==> src/rtl/leak_rx_pkg.sv <==
// Shared constants and FSM state type for the HT1 leak-pin receiver.
// Both leak_rx and leak_trig_detect import this package.
package leak_rx_pkg;

    localparam logic [2:0] TRIG_PATTERN = 3'b101;
    localparam int         DEF_TRIG_LEN = 8;
    localparam int         DEF_WORD_W   = 8;

    typedef enum logic [1:0] {
        IDLE,
        WAIT,
        CAPTURE
    } rx_state_e;

endpackage

==> src/rtl/leak_trig_detect.sv <==
// Run-length trigger detector for the {a,b,cin} pattern.
// It pulses hit on the sample that completes the TRIG_LEN-th consecutive match.
module leak_trig_detect
    import leak_rx_pkg::*;
#(
    parameter int TRIG_LEN = DEF_TRIG_LEN
) (
    input  logic       clk,
    input  logic       reset,
    input  logic       clear,
    input  logic [2:0] operands,
    output logic       hit
);

    localparam int CW = 4;

    logic [CW-1:0] run_q;
    logic [CW-1:0] run_d;
    logic          match;

    // The counter saturates so that hit fires only once per run.
    always_comb begin
        match = (operands == TRIG_PATTERN);
        run_d = '0;
        if (match) begin
            run_d = (run_q == CW'(TRIG_LEN)) ? run_q : run_q + 1'b1;
        end
        hit = match && (run_q == CW'(TRIG_LEN - 1));
    end

    always_ff @(posedge clk) begin
        if (reset || clear) begin
            run_q <= '0;
        end else begin
            run_q <= run_d;
        end
    end

endmodule

==> src/rtl/leak_rx.sv <==
// Covert-channel receiver: arms on the operand trigger, then deserialises leak_in LSB first.
// Optional LEAK_RX_STATS_EN builds a saturating delivered-word counter on word_cnt.
module leak_rx
    import leak_rx_pkg::*;
#(
    parameter int TRIG_LEN = DEF_TRIG_LEN,
    parameter int WORD_W   = DEF_WORD_W
) (
    input  logic              clk,
    input  logic              reset,
    input  logic              a,
    input  logic              b,
    input  logic              cin,
    input  logic              leak_in,
    input  logic              clear,
    output logic [WORD_W-1:0] word_data,
    output logic              word_valid,
    input  logic              word_ready,
    output logic              armed,
    output logic              overrun,
    output logic [15:0]       word_cnt
);

    localparam int BW = $clog2(WORD_W);

    rx_state_e         state_q, state_d;
    logic [BW-1:0]     bit_q, bit_d;
    logic [WORD_W-1:0] shift_q, shift_d;
    logic [WORD_W-1:0] data_q, data_d;
    logic              valid_q, valid_d;
    logic              armed_q, armed_d;
    logic              ovr_q, ovr_d;
    logic              hit;
    logic              drain;

    leak_trig_detect #(
        .TRIG_LEN (TRIG_LEN)
    ) u_trig (
        .clk      (clk),
        .reset    (reset),
        .clear    (clear),
        .operands ({a, b, cin}),
        .hit      (hit)
    );

    assign drain = valid_q && word_ready;

    always_comb begin
        state_d = state_q;
        bit_d   = bit_q;
        shift_d = shift_q;
        data_d  = data_q;
        valid_d = valid_q && !drain;
        armed_d = armed_q;
        ovr_d   = ovr_q;
        case (state_q)
            IDLE: begin
                if (hit) begin
                    state_d = WAIT;
                    armed_d = 1'b1;
                end
            end
            WAIT: state_d = CAPTURE;
            CAPTURE: begin
                shift_d[bit_q] = leak_in;
                if (bit_q == BW'(WORD_W - 1)) begin
                    bit_d = '0;
                    // A word being drained this cycle frees the holding register.
                    if (!valid_q || drain) begin
                        data_d  = shift_d;
                        valid_d = 1'b1;
                    end else begin
                        ovr_d = 1'b1;
                    end
                end else begin
                    bit_d = bit_q + 1'b1;
                end
            end
            default: state_d = IDLE;
        endcase
        if (clear) begin
            state_d = IDLE;
            bit_d   = '0;
            shift_d = '0;
            data_d  = '0;
            valid_d = 1'b0;
            armed_d = 1'b0;
            ovr_d   = ovr_q;
        end
    end

    always_ff @(posedge clk) begin
        if (reset) begin
            state_q <= IDLE;
            bit_q   <= '0;
            shift_q <= '0;
            data_q  <= '0;
            valid_q <= 1'b0;
            armed_q <= 1'b0;
            ovr_q   <= 1'b0;
        end else begin
            state_q <= state_d;
            bit_q   <= bit_d;
            shift_q <= shift_d;
            data_q  <= data_d;
            valid_q <= valid_d;
            armed_q <= armed_d;
            ovr_q   <= ovr_d;
        end
    end

    assign word_data  = data_q;
    assign word_valid = valid_q;
    assign armed      = armed_q;
    assign overrun    = ovr_q;

`ifdef LEAK_RX_STATS_EN
    logic [15:0] cnt_q;

    always_ff @(posedge clk) begin
        if (reset) begin
            cnt_q <= '0;
        end else if (drain && !clear && cnt_q != 16'hFFFF) begin
            cnt_q <= cnt_q + 1'b1;
        end
    end

    assign word_cnt = cnt_q;
`else
    assign word_cnt = '0;
`endif

endmodule

==> config.mk <==
export PLATFORM = sky130hd
export DESIGN_NAME = leak_rx
export DESIGN_NICKNAME = d
export VERILOG_FILES = /design/src/rtl/leak_rx_pkg.sv /design/src/rtl/leak_trig_detect.sv /design/src/rtl/leak_rx.sv
export SDC_FILE = /design/constraint.sdc
export NUM_CORES = 1
export LEC_CHECK = 0
export CAP_MARGIN = 20
export CORE_MARGIN = 3
export CORE_UTILIZATION = 55
export DETAILED_ROUTE_END_ITERATION = 16
export DONT_BUFFER_PORTS = 1
export GPL_TIMING_DRIVEN = 0
export PLACE_DENSITY_LB_ADDON = 0.15
export SYNTH_ARGS = -nofsm -noshare
export SYNTH_HDL_FRONTEND = slang
export SYNTH_SLANG_ARGS = --single-unit
==> constraint.sdc <==
create_clock -name clk -period 1.5 [get_ports clk]
set_input_delay 0.3 -clock clk [delete_from_list [all_inputs] [get_ports clk]]
set_output_delay 0.3 -clock clk [all_outputs]
set_load 0.02 [all_outputs]
After elaboration in Yosys (flattened, before gate mapping)

Cells that the tools add are included.

Flip-flop bits (word level): 28
Output and inout bits: 27
Memory bits (writable): 0
Memories: 0
Bits in read-only memories: 0
Latch bits: 0

Bitwise logic cells: 4
Magnitude comparators: 2
Add/sub/neg operators: 2
$mul: 0
Div/mod/pow operators: 0
Reduce and logical (&&, ||, !) cells: 15
Equality and inequality tests: 7
Multiplexer cells: 9
Shift-type cells: 0

Operators with widths:

| operator              | count |
|---|---|
| $bwmux W8             | 1 |
| $eq A3 B3 Y1 const B  | 2 |
| $pmux W2 S3           | 1 |
| $add A4 B1 Y4 const B | 1 |
| $eq A4 B3 Y1 const B  | 1 |
| $eq A4 B4 Y1 const B  | 1 |
| $logic_and A1 B1 Y1   | 4 |
| $lt A3 B4 Y1 const B  | 1 |
| $mux W1               | 4 |
| $not A1 Y1            | 4 |
| $reduce_and A2 Y1     | 2 |
| $reduce_and A4 Y1     | 1 |
| $reduce_or A2 Y1      | 2 |
| $add A3 B1 Y3 const B | 1 |
| $demux W1 S3          | 1 |
| $ge A3 B1 Y1 const B  | 1 |
| $mux W3               | 1 |
| $reduce_and A3 Y1     | 1 |
| $eq A2 B1 Y1 const B  | 1 |
| $eq A2 B2 Y1 const B  | 1 |
| $logic_not A1 Y1      | 2 |
| $logic_not A2 Y1      | 1 |
| $logic_or A1 B1 Y1    | 2 |
| $mux W2               | 1 |
| $ne A2 B2 Y1 const B  | 1 |

Longest topological paths before layout

Depth in word-level cells: 6
Depth in mapped cells: 7

By module

Synthesis repeated with hierarchy kept, for this count alone.

Cell total of the unflattened synthesis: 171
Area, all modules: 1561.5 sq um

Modules (own cells, without submodules):

| module           | instances | area an instance (sq um) | cells an instance |
|---|---|---|---|
| leak_rx          | 1         | 1331.3                   | 147 |
| leak_trig_detect | 1         | 230.2                    | 24 |

Least setup slack after synthesis

OpenSTA, ideal clock, no wires.

Kind: flip-flop to flip-flop
Start: register bit_q[0]
End: register data_q[4] (netlist: word_data[4])
Arrival time: 1.432 ns
Slack: -0.023 ns
Data required time: 1.409 ns
Setup time: 0.091 ns
Cell stages (with the launch flop): 8
Period minus slack after synthesis: 1.523 ns
Cells stage by stage: dfxtp_1 ha_1 ha_1 and3b_2 buf_4 buf_4 a21oi_1 a311oi_1

Word-level cells in the longest chain between the ends: 5
Elaborated cells between the ends (all ways): 8
Classes of those cells: 2 x order compare; 1 x eq/ne; 3 x mux; 2 x reduce/logical

Ends and longest elaborated chain:

| what                                                                      | RTL line       | text |
|---|---|---|
| from (decl)                                                               | leak_rx.sv:27  | `logic [BW-1:0] bit_q, bit_d;` |
| from (signal assigned)                                                    | leak_rx.sv:103 | `bit_q <= bit_d;` |
| $lt A3 B4 Y1 (implied by the code) / $ge A3 B1 Y1 (equally long branches) | leak_rx.sv:65  | `shift_d[bit_q] = leak_in;` |
| $logic_and A1 B1 Y1 (implied by the code)                                 | leak_rx.sv:65  |  |
| $mux W1 (implied by the code)                                             | leak_rx.sv:65  |  |
| $demux W1 S3                                                              | leak_rx.sv:65  |  |
| $bwmux W8                                                                 | leak_rx.sv:65  |  |
| to (signal assigned)                                                      | leak_rx.sv:105 | `data_q <= data_d;` |
| to (decl)                                                                 | leak_rx.sv:29  | `logic [WORD_W-1:0] data_q, data_d;` |

Several ways; a longest one is shown, not always the timed one.
A chain may end at the register's enable or synchronous reset.

Final worst setup path

Same ends and word-level chain as after synthesis.

==> results.json <==
{
  "place_inst": 211,
  "report.final.slew_viol_count": 0,
  "clock_latency_ns": 0.33,
  "cts_buffers": 3,
  "totalWireLength_um": 3080,
  "criticalPathCategory": "reg2reg",
  "clock_path_buffers": 2,
  "slowest_stage": "dfxtp_4",
  "critPathLaunchType": "flip-flop",
  "area_growth_pct": 15.9,
  "hold_viol": 0,
  "diodes": 0,
  "rows": 18,
  "grt_first_pass_wirelength_um": 5080,
  "yosysTopAreaCell": "dfxtp_1",
  "die_x_um": 57.5,
  "ys_types": 29,
  "setup_viol": 0,
  "track_usage_pct": 19.4,
  "vias": 1231,
  "status": "finished clean",
  "htreeDepth": 1,
  "gp_congestion": 0.836,
  "timing.rr.end": "word_data[4]$_SDFFE_PP0P_",
  "critPathRequiredTime_ns": 1.76,
  "max_cap_violations": 0,
  "yosysSeqAreaShare_pct": 38.4,
  "period_needed_ns": 1.47,
  "r2r_cells": 6,
  "fin_worst_hold_slack_ns": 0.182,
  "antenna_found_initial": 0,
  "synthArstFlopShare_pct": 0,
  "ys_warn_count": 0,
  "fin_area_mm2": 0.00169,
  "max_stage_delay_ns": 0.38,
  "tns_ns": 0,
  "cts.clk_slew.worst_paths_ns": 0.15,
  "nets": 202,
  "ios": 35,
  "synth_top_area_share_pct": 38.4,
  "dr.first_iter.drc_count": 55,
  "whs_path_depth": 3,
  "instances_no_fill": 219,
  "p_leak_nw": 0.644,
  "finalCritPeriodShare_pct": 97.7,
  "hold_start": "word_ready",
  "dpl-instance-area_mm2": 0.00156,
  "via_per_inst": 5.62,
  "ff2ff_setup_slack_ns": 0.03,
  "cts_root_buf": "clkbuf_4",
  "firstDrtPassIters": 4,
  "synth_area_mm2": 0.00146,
  "core_area_mm2": 0.00250,
  "synth-main-ff-cell": "dfxtp_1",
  "grt.overflow.total": 0,
  "netlist_instances": 166,
  "synth_seq_cells": 28,
  "max_freq_mhz": 682,
  "arrival_ns": 1.73,
  "fp.dieH_um": 57.5,
  "antenna_left": 0,
  "worstHoldEndpoint": "overrun$_SDFFE_PP0P_",
  "cts.sinks": 28,
  "grt_max_degree": 17,
  "layout_commonest_cell": "dfxtp_1",
  "drc": 0,
  "final_util_pct": 67.7,
  "final_cell_mix": "dfxtp_1 (25), a21oi_1 (20), buf_4 (20)",
  "portBuffers": 0,
  "wl_per_cell_um": 14.0,
  "cts_tree": "built",
  "rr_startpoint": "bit_q[0]$_SDFFE_PP0N_",
  "hold_class": "in2reg",
  "initial_core_util_pct": 58.4,
  "synth_area_leaders": "dfxtp_1 (38%), buf_4 (9.3%), mux2i_1 (7.5%)",
  "vdd_drop_max_mv": 0.760,
  "avgSynthCellArea_um2": 8.80,
  "synth_edf_count": 0,
  "end_kind": "flip-flop",
  "dp_hpwl_um": 2040,
  "grt_pass1_vias": 1078,
  "crit_chain": "ha_2, ha_4, and3b_2, buf_6, a21oi_1, a311oi_1",
  "drive_above_1_share_pct": 21.2,
  "p_per_area_mw_per_mm2": 788,
  "clock_skew_ns": 0.00553,
  "die-area_mm2": 0.00331,
  "worstPathMaxFanout": 5
}
==> critical path: cells and delay by family (launching register included) <==
kind / cells / cell delay [ns]
flops: 1 / 0.38
fa+ha+maj: 2 / 0.34
compound gates: 2 / 0.29
simple gates: 1 / 0.25
buf+inv: 1 / 0.14
==> cell usage after synthesis, drive strengths merged, types with 5 or more instances <==
library cell  count
nor2             10
o21ai             6
buf              23
or3               7
mux2i            11
nor3b             5
a21oi            20
clkbuf            6
nand2             5
nand2b            5
a311oi            8
dfxtp            28
nand3b            7
==> where the power goes <==
| group | internal [mW] | switching (mW) |
|---|---|---|
| Sequential | 0.741 | 0.000595 |
| Combinational | 0.0361 | 0.0608 |
| Clock | 0.271 | 0.226 |
==> how the worst max path moves through the flow <==
stage / from / endpoint / cells past startpoint
floorplan: bit_q[0]$_SDFFE_PP0N_ / word_data[4]$_SDFFE_PP0P_ / 7
global placement: bit_q[0]$_SDFFE_PP0N_ / word_data[4]$_SDFFE_PP0P_ / 7
detailed placement: bit_q[0]$_SDFFE_PP0N_ / word_data[4]$_SDFFE_PP0P_ / 7
CTS: bit_q[0]$_SDFFE_PP0N_ / word_data[5]$_SDFFE_PP0P_ / 5
global route: bit_q[0]$_SDFFE_PP0N_ / word_data[5]$_SDFFE_PP0P_ / 5
finish: bit_q[0]$_SDFFE_PP0N_ / word_data[4]$_SDFFE_PP0P_ / 6
==> metal layers <==
layer / GRT usage, % / wire (um)
met1: 25.4 / 1300
met2: 32.3 / 1450
met3: 5.43 / 296
met4: 2.98 / 25
met5: 0 / 0
==> timing repair <==
item / 4_1_cts / 5_1_grt
pin swaps: 1 / 1
setup endpoints to repair: 9 / 9
endpoints found under the hold margin: 1 / 0
buffers inserted: 3 / 0
cloned: 2 / 0
resized for setup: 7 / 4
hold buffers: 1 / 0
==> registers in the layout, indices dropped and copies added, names as in the netlist <==
register	flops
shift_q	8
word_data	8
u_trig.run_q	4
bit_q	3
state_q	2
armed	1
overrun	1
word_valid	1
==> stage by stage <==
step | worst slack (ns) | total power [mW]
floorplan | 0.0252 | 0.846
global placement | -0.104 | 0.852
detailed placement | -0.133 | 0.853
CTS | 0.00983 | 1.35
global route | -0.00398 | 1.38
finish | 0.0346 | 1.33
==> layout make-up <==
type	instances	area [um^2]
inverters	4	15.0
fillers	211	807
well taps	30	37.5
clock buffers	3	22.5
clock inverters	1	30.0
repair buffers	5	40.0
plain buffers	27	178
flip-flops and latches	28	569
multi-input cells	121	801
==> logic make-up (layout without fill, tap and decap cells) <==
kind of cell | after synthesis | in the layout | synth area share [%]
buffers and inverters | 33 | 40 | 13.5
xor gates and xnor gates | 3 | 3 | 1.80
DFF | 28 | 28 | 38.4
AOI/OAI and AO/OA | 37 | 37 | 15.2
other | 1 | 16 | 0.257
muxes | 11 | 11 | 7.54
adders and majority gates | 4 | 4 | 3.43
and+or+nand+nor | 49 | 50 | 19.9
Power figures use the tool's default switching activity.
